$ cat src/rtl/spike_synapse_pkg.sv
// Shared types and constants for the spike_synapse front-end.
package spike_synapse_pkg;

  typedef enum logic {
    SCAN   = 1'b0,
    UPDATE = 1'b1
  } state_e;

  localparam int CURRENT_W   = 8;
  localparam int CURRENT_MAX = 255;

  // One guard bit above the worst-case sum of N full-scale weights.
  function automatic int acc_width(input int n_inputs);
    return CURRENT_W + $clog2(n_inputs) + 1;
  endfunction

endpackage

$ cat src/rtl/spike_synapse_weights.sv
// Synaptic weight register file: one write port, one combinational read port.
module spike_synapse_weights
  import spike_synapse_pkg::*;
#(
  parameter int N_INPUTS    = 4,
  parameter int WEIGHT_INIT = 0,
  localparam int PW         = $clog2(N_INPUTS)
) (
  input  logic                 clk_i,
  input  logic                 rst_i,
  input  logic                 wr_en_i,
  input  logic [PW-1:0]        wr_addr_i,
  input  logic [CURRENT_W-1:0] wr_data_i,
  input  logic [PW-1:0]        rd_addr_i,
  output logic [CURRENT_W-1:0] rd_data_o
);

  logic [N_INPUTS-1:0][CURRENT_W-1:0] w_q, w_d;

  // Per-entry decode; addresses with no matching entry simply hit nothing.
  for (genvar k = 0; k < N_INPUTS; k++) begin : g_entry
    always_comb begin
      w_d[k] = w_q[k];
      if (wr_en_i && (wr_addr_i == PW'(k))) w_d[k] = wr_data_i;
    end
  end

  always_ff @(posedge clk_i or posedge rst_i) begin
    if (rst_i) w_q <= {N_INPUTS{CURRENT_W'(WEIGHT_INIT)}};
    else       w_q <= w_d;
  end

  assign rd_data_o = w_q[rd_addr_i];

endmodule

$ cat src/rtl/spike_synapse.sv
// Time-multiplexed synaptic integrator with exponential current decay.
// Define SYNAPSE_INHIBIT_EN to treat weight bit 7 as an inhibitory flag.
module spike_synapse
  import spike_synapse_pkg::*;
#(
  parameter int N_INPUTS    = 4,
  parameter int DECAY_SHIFT = 2,
  parameter int WEIGHT_INIT = 0
) (
  input  logic                        clk_i,
  input  logic                        rst_i,
  input  logic [N_INPUTS-1:0]         spike_i,
  input  logic                        wr_en_i,
  input  logic [$clog2(N_INPUTS)-1:0] wr_addr_i,
  input  logic [7:0]                  wr_data_i,
  output logic [7:0]                  current_o,
  output logic                        frame_o
);

  localparam int PW = $clog2(N_INPUTS);
  localparam int AW = acc_width(N_INPUTS);
  localparam int SW = AW + 2;

  state_e                state_q, state_d;
  logic [PW-1:0]         ptr_q, ptr_d;
  logic [N_INPUTS-1:0]   pend_q, pend_d;
  logic [CURRENT_W-1:0]  current_q, current_d;
  logic                  frame_q, frame_d;
  logic [CURRENT_W-1:0]  w_rd, decayed, clamped;
  logic                  neg;

`ifdef SYNAPSE_INHIBIT_EN
  logic signed [AW-1:0] acc_q, acc_d, addend;
  logic signed [SW-1:0] sum;
`else
  logic [AW-1:0] acc_q, acc_d, addend;
  logic [SW-1:0] sum;
`endif

  spike_synapse_weights #(
    .N_INPUTS    (N_INPUTS),
    .WEIGHT_INIT (WEIGHT_INIT)
  ) u_weights (
    .clk_i     (clk_i),
    .rst_i     (rst_i),
    .wr_en_i   (wr_en_i),
    .wr_addr_i (wr_addr_i),
    .wr_data_i (wr_data_i),
    .rd_addr_i (ptr_q),
    .rd_data_o (w_rd)
  );

  always_comb begin
    decayed = current_q - (current_q >> DECAY_SHIFT);
`ifdef SYNAPSE_INHIBIT_EN
    addend = w_rd[7] ? -$signed({{(AW-7){1'b0}}, w_rd[6:0]})
                     :  $signed({{(AW-7){1'b0}}, w_rd[6:0]});
    sum    = $signed({{(SW-CURRENT_W){1'b0}}, decayed})
           + $signed({{(SW-AW){acc_q[AW-1]}}, acc_q});
    neg    = sum[SW-1];
`else
    addend = {{(AW-CURRENT_W){1'b0}}, w_rd};
    sum    = {{(SW-CURRENT_W){1'b0}}, decayed} + {{(SW-AW){1'b0}}, acc_q};
    neg    = 1'b0;
`endif
    if (neg)                          clamped = '0;
    else if (sum > SW'(CURRENT_MAX))  clamped = CURRENT_W'(CURRENT_MAX);
    else                              clamped = sum[CURRENT_W-1:0];
  end

  always_comb begin
    state_d   = state_q;
    ptr_d     = ptr_q;
    acc_d     = acc_q;
    pend_d    = pend_q;
    current_d = current_q;
    frame_d   = 1'b0;
    case (state_q)
      SCAN: begin
        if (pend_q[ptr_q]) begin
          acc_d         = acc_q + addend;
          pend_d[ptr_q] = 1'b0;
        end
        if (ptr_q == PW'(N_INPUTS - 1)) state_d = UPDATE;
        else                            ptr_d   = ptr_q + 1'b1;
      end
      UPDATE: begin
        current_d = clamped;
        acc_d     = '0;
        ptr_d     = '0;
        frame_d   = 1'b1;
        state_d   = SCAN;
      end
      default: state_d = SCAN;
    endcase
    // New spikes win over the scan clear, so a same-cycle spike is kept for next frame.
    pend_d = pend_d | spike_i;
  end

  always_ff @(posedge clk_i or posedge rst_i) begin
    if (rst_i) begin
      state_q   <= SCAN;
      ptr_q     <= '0;
      acc_q     <= '0;
      pend_q    <= '0;
      current_q <= '0;
      frame_q   <= 1'b0;
    end else begin
      state_q   <= state_d;
      ptr_q     <= ptr_d;
      acc_q     <= acc_d;
      pend_q    <= pend_d;
      current_q <= current_d;
      frame_q   <= frame_d;
    end
  end

  assign current_o = current_q;
  assign frame_o   = frame_q;

endmodule

$ cat config.mk
export PLATFORM = sky130hd
export DESIGN_NAME = spike_synapse
export DESIGN_NICKNAME = d
export VERILOG_FILES = /design/src/rtl/spike_synapse_pkg.sv /design/src/rtl/spike_synapse_weights.sv /design/src/rtl/spike_synapse.sv
export SDC_FILE = /design/constraint.sdc
export NUM_CORES = 1
export LEC_CHECK = 0
export BUFFER_PORTS_ARGS = -buffer_cell sky130_fd_sc_hd__buf_2
export CORE_MARGIN = 2
export CORE_UTILIZATION = 33
export DETAILED_ROUTE_END_ITERATION = 7
export SETUP_SLACK_MARGIN = 0.3
export SLEW_MARGIN = 15
export SYNTH_ARGS = -nofsm -noshare
export SYNTH_HDL_FRONTEND = slang
export SYNTH_SLANG_ARGS = --single-unit
$ cat constraint.sdc
create_clock -name clk_i -period 3.6 [get_ports clk_i]
set_clock_uncertainty 0.1 [all_clocks]
set_input_delay 0.72 -clock clk_i [delete_from_list [all_inputs] [get_ports clk_i]]
set_output_delay 0.72 -clock clk_i [all_outputs]
set_load 0.005 [all_outputs]
-- Word level (Yosys, flattened, before mapping)
Cells that the tools add are included.
- bits of input ports: 17
- bits in registers: 59
- output and inout bits: 9
- word-level logic and storage cells: 49
- order comparisons: 3
- multiplexer cells: 16
- bitwise operators: 4
- reduce and logical (&&, ||, !) cells: 6
- add/sub/neg operators: 4
- eq/ne operators: 6
- operators by type and width (kind ; count):
    one-hot mux 11 bit (2 select lines) ; 1
    binary-select mux 8 bit (select 2 bit) ; 1
    two-way mux 8 bit ; 2
    adder 8 x 11 -> 12 bit ; 1
    greater-than comparator 12 x 8 -> 1 bit (second input constant) ; 1
    adder 11 x 8 -> 11 bit ; 1
    two-way mux 11 bit ; 1
    two-way mux 4 bit ; 2
    subtractor 8 x 6 -> 8 bit ; 1
    == test 2 bit (second input constant) ; 3
    logical AND 1 bit ; 5
    bitwise AND 4 bit ; 1
    two-way mux 1 bit ; 4
    inequality test 2 bit (second input constant) ; 2
    NOT 4 bit ; 1
    bitwise OR 4 bit ; 1
    one-hot mux 2 bit (2 select lines) ; 1
    less-than comparator 2 x 3 -> 1 bit (second input constant) ; 1
    adder 2 x 1 -> 2 bit (second input constant) ; 1
    binary-select mux 1 bit (select 2 bit) ; 1
    demux 1 bit (select 2 bit) ; 1
    == test 2 x 1 -> 1 bit (second input constant) ; 1
    >= comparator 2 x 1 -> 1 bit (second input constant) ; 1
    logical NOT 2 bit ; 1
    other kinds (3) ; 3

-- Depth between registers and ports, before layout
Gate-level depths: netlist of run 1.
- word-level depth: 9
- mapped depth: 16
- gate-level depth less buffers: 16

-- Modules after synthesis
Synthesis of run 1 repeated with hierarchy kept, for this count alone.
- cell total of the unflattened synthesis: 314
- area total of the unflattened synthesis: 3601.0 µm²
- by module, submodules not included (module ; cells each ; instances ; area an instance (µm²)):
    spike_synapse ; 235 ; 1 ; 2195.9
    spike_synapse_weights ; 79 ; 1 ; 1405.1

-- Least setup slack after synthesis of run 1
Ideal clock, no wire load.
- path kind: reg2reg
- from: register current_q[3], in the netlist current_o[3]
- to: register current_q[7], in the netlist current_o[7]
- cell stages (with the launch flop): 15
- slack: 0.658 ns
- setup time: 0.126 ns
- arrival time: 2.716 ns
- required time: 3.374 ns
- period minus slack after synthesis: 2.942 ns
- path buffers: 0
- cells stage by stage: dfrtp_1 inv_1 ha_1 nor2b_1 o21a_1 o21ai_0 nand2b_1 a21oi_1 xnor2_1 ha_1 o21ai_0 a21oi_1 nor4_1 a21oi_1 o32a_1
- word-level cells in the longest chain between the ends: 4
- RTL lines (item ; line ; text):
    start, declared ; spike_synapse.sv:27 ; logic [CURRENT_W-1:0] current_q, current_d;
    start signal, assigned ; spike_synapse.sv:113 ; current_q <= current_d;
    subtractor 8 x 6 -> 8 bit * ; spike_synapse.sv:54 ; decayed = current_q - (current_q >> DECAY_SHIFT);
    adder 8 x 11 -> 12 bit * ; spike_synapse.sv:63 ; sum = {{(SW-CURRENT_W){1'b0}}, decayed} + {{(SW-AW){1'b0}}, acc_q};
    greater-than comparator 12 x 8 -> 1 bit ; spike_synapse.sv:67 ; else if (sum > SW'(CURRENT_MAX)) clamped = CURRENT_W'(CURRENT_MAX);
    two-way mux 8 bit * ; spike_synapse.sv:67 ;
Mark *: on every way between the ends. The rest lies on a longest branch, timed or not.
A chain may end at the register's enable or synchronous reset.

-- Worst setup path after layout of run 1
- from: register current_q[2], in the netlist current_o[2]
- to: register current_q[2], in the netlist current_o[2]
Same word-level chain as after synthesis.

==> results.yml, run 1 <==
synth:
  syn-num-nets: 345
  ys_ff_latch: 59
  yosysSeqAreaShare: 0.4265
  synth_top_area_cell: "dfrtp_1"
  synth.area.mux_share: 0.1829
  synth_cell_types: 40
  synth_ff_type: "dfrtp_1"
  syn_area_mm2: 0.003462
  synth_fa_ha_area_frac: 0.1185
  yosys_warnings: 0
  synthArstFlopShare: 1.000
  synth-compound-area-share: 0.1142
  yosysTopAreaCellShare: 0.4265
  synth_edf_count: 0
  synth_top_family_by_area: "multiplexers"
  syn_area_per_cell_um2: 11.66
  synth.area.top_cells: "dfrtp_1 43%, mux2_2 10%, ha_1 10%"
  synthSimpleGateAreaFrac: 0.08276
  synth_xor_area_frac: 0.05060
  synth_cells: 297
pwr:
  seqPwrFrac: 0.276
  fin_total_pwr_w: 0.003382
  power.switching_w: 0.001368
  pwr-share-clk: 0.189
  cellPowerDensity_mw_per_mm2: 845.1
  netSwitchingFraction: 0.4045
  combPwrFrac: 0.535
  irDropWorstVdd_mv: 0.2828
  leakagePower_nw: 1.769
  p_int_w: 0.002014
setup_path:
  slowest_stage: "dfrtp_1"
  start_kind: "flip-flop"
  cpPeakStageDelay_ps: 430
  worstPathCellList: "ha_1 > fa_2 > nor2b_2 > o21a_1 > nor2_1 > xnor2_1 > ha_1 > o21a_2 > o31ai_4 > a221oi_2 > mux2i_1 > nor2_2 > a21oi_1"
  critPathRequiredTime_ps: 3720
  setup.worst_path.end_class: "flip-flop"
  arrival_ps: 3220
  crit_top_cell: "ha_1"
  worstPathMaxFanout: 6
  critical_path_class: "flip-flop to flip-flop"
die:
  rows: 37
  start_util: 0.3369
  core_mm2: 0.01028
  fp.dieW_um: 106.4
  io_pins: 26
  dieArea_mm2: 0.01133
  die_y_um: 106.4
timing:
  fin_crit_sh: 0.8607
  relSlewSlack: 0.4567
  finalMaxSlewViolations: 0
  fmax_mhz: 322.7
  setup-violations-final: 0
  rsz0062_at_grt: "true"
  fin_setup_tns_ps: 0
  period_minus_slack_ps: 3098
  tightest_slew_ps: 815.0
  hold_viol: 0
grt:
  grt_max_degree: 37
  grt_pass1_vias: 2408
  grt.overflow.total: 0
  grt_antenna_before_repair: 0
  grt_pass1_wl_um: 11650
  grt_usage: 0.1297
finish:
  final_layout_size_suffix_gt1_frac: 0.3077
  final_util: 0.3895
  area_delta_synth_final_pct: 15.61
  fin_nets: 381
  stdcell_count: 474
  fillCellCount: 1030
  diodes: 0
route:
  final_antenna_net_count: 0
  drt_wl_total_um: 6745
  drtIter0Drc: 114
  dr.pass1.iters: 4
  vias: 2368
  wl_per_cell_um: 14.23
  drc: 0
  drt-vias-per-instance: 4.996
clock_network:
  ctsHoldBuffers: 0
  tritoncts: "built"
  clkTransAtPathRegs_ps: 70
  root_buffer: "clkbuf_8"
  cts_sinks: 59
  clockBufferDepth: 2
  htree_levels: 3
  clk_latency_ps: 350
  numCtsBuffers: 9
placement:
  dp_hpwl_um: 4992
  port_buffers: 25
  place_inst: 456
  place.gp.congestion: 0.7755
min_path:
  hold_class: "primary input to async pin"
job:
  timing.max_cap.violations: 0
outcome:
  outcome: "finished, final reports clean"
[metrics by stage]
step / cell area (um2) / hold WS, ps / setup WS [ps]
3_3_place_gp: 3759 / 360.6 / 474.6
5_1_grt: 4003 / 349.5 / 239.9
6_report: 4003 / 297.9 / 501.6
4_1_cts: 3968 / 317.3 / 344.5
2_1_floorplan: 3462 / 340.4 / 658.3
3_5_place_dp: 3759 / 365.6 / 385.6
[worst max-delay path, delay by kind of cell (launching register included)]
kind	cells	cell delay, ps
AOI/OAI and AO/OA	5	760
xor gates and xnor gates	1	140
adders and majority gates	3	940
DFF	1	430
muxes	1	140
and+or+nand+nor	3	450
[power by group through the flow]
stage	clock network, W	logic [W]	registers, W
after floorplan	0	0.00144	0.000905
after global placement	0	0.00172	0.000936
after detailed placement	0	0.00175	0.000947
after CTS	0.000652	0.00176	0.000934
after global routing	0.000683	0.00206	0.000957
final	0.000640	0.00181	0.000934
[flip-flops by register name, indices dropped and copies added, names as in the netlist]
| name | flops |
|---|---|
| pend_q | 4 |
| ptr_q | 2 |
| u_weights.w_q | 32 |
| frame_o | 1 |
| acc_q | 11 |
| state_q | 1 |
| current_o | 8 |
[synth_stat cells, drive strengths merged, types with 3 or more instances]
master and instances:
a21o 8, xnor2 13, o21ai 11, fa 3, a211oi 5, nor2 27, nand2b 3, a21oi 22
dfrtp 59, o211ai 3, mux2i 7, clkbuf 3, nor2b 5, xor2 7, inv 17, nor3 3
mux2 32, o21a 3, mux4 9, nand2 9, ha 28
[per-layer routing]
metal | global-route usage | wire length (um)
met1 | 0.1714 | 3197
met2 | 0.2102 | 3217
met3 | 0.02575 | 214
met4 | 0.05009 | 115
met5 | 0 | 0
[final cells by class]
| class | count | area, um2 | share of cell area |
|---|---|---|---|
| Clock inverter | 7 | 85.08 | 0.02126 |
| Multi-Input combinational cell | 216 | 1918 | 0.4792 |
| Clock buffer | 9 | 123.9 | 0.03095 |
| Inverter | 17 | 63.81 | 0.01594 |
| Sequential cell | 59 | 1479 | 0.3695 |
| Timing Repair Buffer | 30 | 162.7 | 0.04064 |
| Tap cell | 136 | 170.2 | 0.04251 |
[what timing repair did]
action	in CTS	in global routing
resized for setup	0	10
setup endpoints to repair	0	8
buffers inserted	0	2
[layout by cell type, fill, tap and decap left out, types with 3 or more instances in the layout]
| master | instances |
|---|---|
| a21oi_1 | 21 |
| ha_1 | 26 |
| buf_4 | 5 |
| nor2b_1 | 3 |
| xor2_1 | 7 |
| nand2_1 | 9 |
| buf_2 | 25 |
| a211oi_1 | 5 |
| nor3_1 | 3 |
| o21ai_0 | 9 |
| nor2_1 | 26 |
| xnor2_1 | 13 |
| clkbuf_8 | 9 |
| nand2b_1 | 3 |
| o211ai_1 | 3 |
| a21o_1 | 8 |
| dfrtp_1 | 57 |
| mux4_2 | 9 |
| inv_1 | 16 |
| clkinv_4 | 3 |
| mux2i_1 | 7 |
| mux2_2 | 32 |
[kinds of logic (layout without fill, tap and decap cells)]
family,Yosys count,after routing
AOI/OAI and AO/OA,60,60
xor gates and xnor gates,20,20
adders and majority gates,31,31
buffers and inverters,22,63
DFF,59,59
muxes,48,48
and+or+nand+nor,57,57
[final timing paths]
check | from | endpoint | slack (ps) | depth (start not counted)
setup / recovery | current_o[2] | current_o[2] | 500 | 13
min in group clk_i | pend_q[1] | pend_q[1] | 380 | 1
max in group asynchronous | rst_i | current_o[4] | 2220 | 3
setup reg to reg | current_o[2] | current_o[2] | 500 | 13
hold reg to reg | pend_q[1] | pend_q[1] | 380 | 1
hold / removal | rst_i | u_weights.w_q[22] | 300 | 2
(Power assumes the default switching activity.)
==> run 2, diff against run 1 <==
- clock period: 3.6 -> 3.88 ns (I/O delays scaled with it)
==> run 2 against run 1 <==
- routed wire length decreased by 1.3%
- die area unchanged
- core utilization hardly changed
- critical endpoint is now current_o[4]
==> results.yml, run 2 (same netlist as run 1, synthesis figures left out) <==
die:
  fp.dieW_um: 106.4
  start_util: 0.3369
  core_mm2: 0.01028
  die_y_um: 106.4
  dieArea_mm2: 0.01133
  io_pins: 26
  rows: 37
pwr:
  pwr-share-clk: 0.218
  combPwrFrac: 0.510
  seqPwrFrac: 0.272
  irDropWorstVdd_mv: 0.3361
  leakagePower_nw: 1.774
  netSwitchingFraction: 0.3874
  power.switching_w: 0.001233
  p_int_w: 0.001949
  cellPowerDensity_mw_per_mm2: 794.2
route:
  final_antenna_net_count: 0
  drc: 0
  wl_per_cell_um: 14.10
  vias: 2329
  drt-vias-per-instance: 4.934
  drt_wl_total_um: 6654
  drtIter0Drc: 72
  dr.pass1.iters: 4
placement:
  place.gp.congestion: 0.7784
  port_buffers: 25
  dp_hpwl_um: 4953
setup_path:
  critPathRequiredTime_ps: 4040
  worstPathMaxFanout: 6
  setup.worst_path.end_class: "flip-flop"
  start_kind: "flip-flop"
  arrival_ps: 3400
  slowest_stage: "dfrtp_1"
  worstPathCellList: "inv_1 > ha_1 > nor2b_1 > o21a_1 > o21ai_0 > nand2b_1 > a21oi_1 > xnor2_1 > ha_1 > o21ai_0 > a221oi_2 > mux2i_1 > nor2_2 > a21oi_1"
  r2r-end: "current_o[4]"
  critPathCapture: "current_o[4]"
  critical_path_class: "flip-flop to flip-flop"
  path_buf_inv: 1
  worstReg2RegStart: "current_o[3]"
  cp-startpoint: "current_o[3]"
  ff2ff_setup_slack_ps: 650
  cpPeakStageDelay_ps: 450
  critPathTopFamily: "compound AO/OA/AOI/OAI gates"
  reg2reg_depth: 14
  worst-path-stages: 14
clock_network:
  clkTransAtPathRegs_ps: 70
  htree_levels: 3
  tritoncts: "built"
  cts_sinks: 59
  ctsHoldBuffers: 0
  clk_latency_ps: 340
  post_cts_buffers: 0
  cts_resized: 0
  numCtsBuffers: 9
  root_buffer: "clkbuf_8"
  clockBufferDepth: 2
min_path:
  hold_class: "flip-flop to flip-flop"
timing:
  hold_viol: 0
  fin_crit_sh: 0.8330
  rsz0062_at_grt: "false"
  tightest_slew_ps: 861.0
  period_minus_slack_ps: 3232
  finalMaxSlewViolations: 0
  setup-violations-final: 0
  fmax_mhz: 309.4
  fin_setup_tns_ps: 0
  relSlewSlack: 0.4252
grt:
  grt_antenna_before_repair: 0
  grt_max_degree: 42
  grt.overflow.total: 0
  grt_pass1_wl_um: 11630
  grt_pass1_vias: 2461
  grt_usage: 0.1314
finish:
  area_delta_synth_final_pct: 15.72
  fin_nets: 379
  largest_reg_flops: 32
  final_layout_size_suffix_gt1_frac: 0.2798
  layout_commonest_cell: "dfrtp_1"
  diodes: 0
  top_register: "u_weights.w_q"
  fillCellCount: 1025
  final_util: 0.3898
  final_cell_mix: "59 x dfrtp_1, 32 x mux2_2, 28 x ha_1"
outcome:
  outcome: "finished, final reports clean"
job:
  timing.max_cap.violations: 0
-- run 2: changes by cell type in the layout (fill, tap and decap cells not counted), moves of 2 or more --
cell | before | now
buf_4 | 5 | 3
o21ai_0 | 9 | 11
ha_2 | 2 | 0
dfrtp_2 | 2 | 0
ha_1 | 26 | 28
dfrtp_1 | 57 | 59
bufinv_16 | 1 | 3
-- run 2: per-stage QoR --
stage          hold slack [ps]  cells  instance area (um2)  power, W  setup WS [ps]
3_5_place_dp             363.8    456                 3759  0.002502          676.4
4_1_cts                  382.4    472                 4006  0.003218          639.4
3_3_place_gp             361.7    456                 3759  0.002468          760.8
6_report                 376.9    472                 4006  0.003182          647.8
5_1_grt                  398.1    472                 4006  0.003483          369.5
2_1_floorplan            340.4    297                 3462  0.002180          938.3
-- run 2: metal layers --
layer  up-vias  wire, um  GRT usage
met2        33      3168     0.2129
met3         9       174    0.02452
met1      1143      3203     0.1736
li1       1144         -          -
met4         0       107    0.05288
met5         -         0          0
-- run 2: power groups by stage --
stage,Combinational [W],Clock [W],Sequential [W]
5_1_grt,0.00185,0.000746,0.000886
3_5_place_dp,0.00163,0,0.000877
6_report,0.00162,0.000694,0.000864
3_3_place_gp,0.00160,0,0.000868
2_1_floorplan,0.00134,0,0.000839
4_1_cts,0.00164,0.000713,0.000867
-- run 2: worst min-delay path by stage --
stage	start	end	slack, ps	depth (start not counted)
after global placement	pend_q[3]	pend_q[3]	360	1
after global routing	pend_q[2]	pend_q[2]	400	1
after detailed placement	pend_q[0]	pend_q[0]	360	1
after CTS	pend_q[1]	pend_q[1]	380	1
after floorplan	state_q	frame_o	340	0
final	pend_q[2]	pend_q[2]	380	1
-- run 2: final cells by class --
class                   count  area (um2)  share of cell area
clock inverters             7       123.9             0.03092
well taps                 136       170.2             0.04247
flip-flops and latches     59        1476              0.3685
inverters                  17       63.81             0.01593
repair buffers             28       147.6             0.03685
clock buffers               9       123.9             0.03092
multi-input cells         216        1901              0.4744
==> run 3, diff against run 2 <==
- clock period: 3.88 -> 3.2 ns (I/O delays scaled with it)
==> run 3 against run 2 <==
- register-to-register slack lost 490 ps
- design area rose by 3.2%
- die area did not move
- critical path type unchanged
- sequential cell count did not move
- clock-buffer cell count increased by 2
- largest power group unchanged
- cell count up 1.7%
- non-clock buffer count is 9 higher
- hold slack got worse by 99 ps
- via count grew 1.9%
- combinational power grew 44%
==> results.yml, run 3 (same netlist as run 1, synthesis figures left out) <==
timing:
  period_minus_slack_ps: 3045
  tightest_slew_ps: 756.1
  setup-violations-final: 0
  relSlewSlack: 0.4937
  fin_crit_sh: 0.9515
  setup_ws_ps: 155.1
  fin_setup_tns_ps: 0
  finalMaxSlewViolations: 0
  fmax_mhz: 328.4
  rsz0062_at_grt: "true"
  hold_viol: 0
grt:
  grt.overflow.total: 0
  grt_pass1_wl_um: 11630
  grt_max_degree: 31
  grt_pass1_vias: 2441
  grt_usage: 0.1318
  grt_antenna_before_repair: 0
die:
  rows: 37
  die_y_um: 106.4
  io_pins: 26
  fp.dieW_um: 106.4
  start_util: 0.3369
  dieArea_mm2: 0.01133
  core_mm2: 0.01028
placement:
  port_buffers: 25
  place_inst: 458
  pre_cts_slack_ps: 50.37
  dp_hpwl_um: 4954
  place.gp.congestion: 0.7570
clock_network:
  cts_sinks: 59
  root_buffer: "clkbuf_8"
  clkTransAtPathRegs_ps: 70
  clockBufferDepth: 2
  htree_levels: 3
  numCtsBuffers: 9
  tritoncts: "built"
  clk_latency_ps: 350
finish:
  largest_reg_flops: 32
  stdcell_count: 480
  fillCellCount: 1034
  area_delta_synth_final_pct: 19.48
  layout_commonest_cell: "dfrtp_1"
  final_layout_size_suffix_gt1_frac: 0.3576
  diodes: 0
  top_register: "u_weights.w_q"
  final_cell_mix: "58 x dfrtp_1, 32 x mux2_2, 25 x nor2_1, 25 x buf_2, 24 x ha_1"
  fin_nets: 388
route:
  drt_wl_total_um: 6876
  drc: 0
  dr.pass1.iters: 6
  drt-vias-per-instance: 4.946
  final_antenna_net_count: 0
  vias: 2374
  wl_per_cell_um: 14.33
  drtIter0Drc: 66
setup_path:
  reg2reg_depth: 12
  r2r-end: "current_o[2]"
  cp-startpoint: "current_o[6]"
  path_buf_inv: 2
  worstReg2RegStart: "current_o[6]"
  cpPeakStageDelay_ps: 430
  critPathCapture: "current_o[2]"
  slowest_stage: "dfrtp_1"
  worst-path-stages: 12
  setup.worst_path.end_class: "flip-flop"
  start_kind: "flip-flop"
  worstPathCellList: "inv_1 > ha_1 > or2_2 > a211oi_2 > a21oi_1 > xnor2_1 > ha_1 > inv_1 > a221oi_2 > mux2i_2 > nor2_4 > a21oi_1"
  critPathTopFamily: "compound AO/OA/AOI/OAI gates"
  critPathRequiredTime_ps: 3360
  arrival_ps: 3210
  critical_path_class: "flip-flop to flip-flop"
  worstPathMaxFanout: 6
  ff2ff_setup_slack_ps: 160
pwr:
  pwr-share-clk: 0.171
  p_int_w: 0.002469
  cellPowerDensity_mw_per_mm2: 985.2
  netSwitchingFraction: 0.3942
  irDropWorstVdd_mv: 0.4322
  combPwrFrac: 0.571
  leakagePower_nw: 1.813
  seqPwrFrac: 0.258
  fin_total_pwr_w: 0.004075
  power.switching_w: 0.001606
job:
  timing.max_cap.violations: 0
min_path:
  hold_class: "primary input to async pin"
outcome:
  outcome: "finished, final reports clean"
-- run 3: repair_timing --
action	in CTS	in global routing
cloned	0	0
hold buffers	0	0
pin swaps	8	9
gates resized for setup	9	17
endpoints found under the setup margin	9	13
buffers inserted	5	2
-- run 3: cell type report --
type / instances / area [um2] / share of cell area
multi-input combinational: 216 / 1992 / 0.4815
sequential: 59 / 1478 / 0.3572
timing repair buffer: 37 / 231.5 / 0.05596
tap: 136 / 170.2 / 0.04114
clock buffer: 11 / 151.4 / 0.03660
inverter: 17 / 63.81 / 0.01543
clock inverter: 4 / 50.05 / 0.01210
-- run 3: layer usage --
| metal | track usage | wire [um] |
|---|---|---|
| met1 | 0.1678 | 3250 |
| met2 | 0.2157 | 3318 |
| met3 | 0.04108 | 253 |
| met4 | 0.03896 | 53 |
| met5 | 0 | 0 |
-- run 3: power by group through the flow --
stage          clock [W]  combinational, W  sequential, W
6_report        0.000697           0.00233        0.00105
5_1_grt         0.000755           0.00260        0.00108
4_1_cts         0.000717           0.00213        0.00105
3_5_place_dp           0           0.00198        0.00106
3_3_place_gp           0           0.00195        0.00105
2_1_floorplan          0           0.00163        0.00102
-- run 3: stage by stage --
step / hold slack (ps) / util / cell area [um2]
2_1_floorplan: 340.4 / - / 3465
3_3_place_gp: 363.1 / 0.3684 / 3786
3_5_place_dp: 363.3 / 0.3684 / 3786
4_1_cts: 293.9 / 0.3942 / 4051
5_1_grt: 317.5 / 0.4025 / 4136
6_report: 278.1 / 0.4025 / 4136
-- run 3: worst min path at each step --
stage	startpoint	slack (ps)	cells past startpoint	end
2_1_floorplan	state_q	340	0	frame_o
3_3_place_gp	pend_q[3]	360	1	pend_q[3]
3_5_place_dp	pend_q[3]	360	1	pend_q[3]
4_1_cts	rst_i	290	2	u_weights.w_q[30]
5_1_grt	rst_i	320	2	u_weights.w_q[30]
6_report	rst_i	280	2	u_weights.w_q[27]
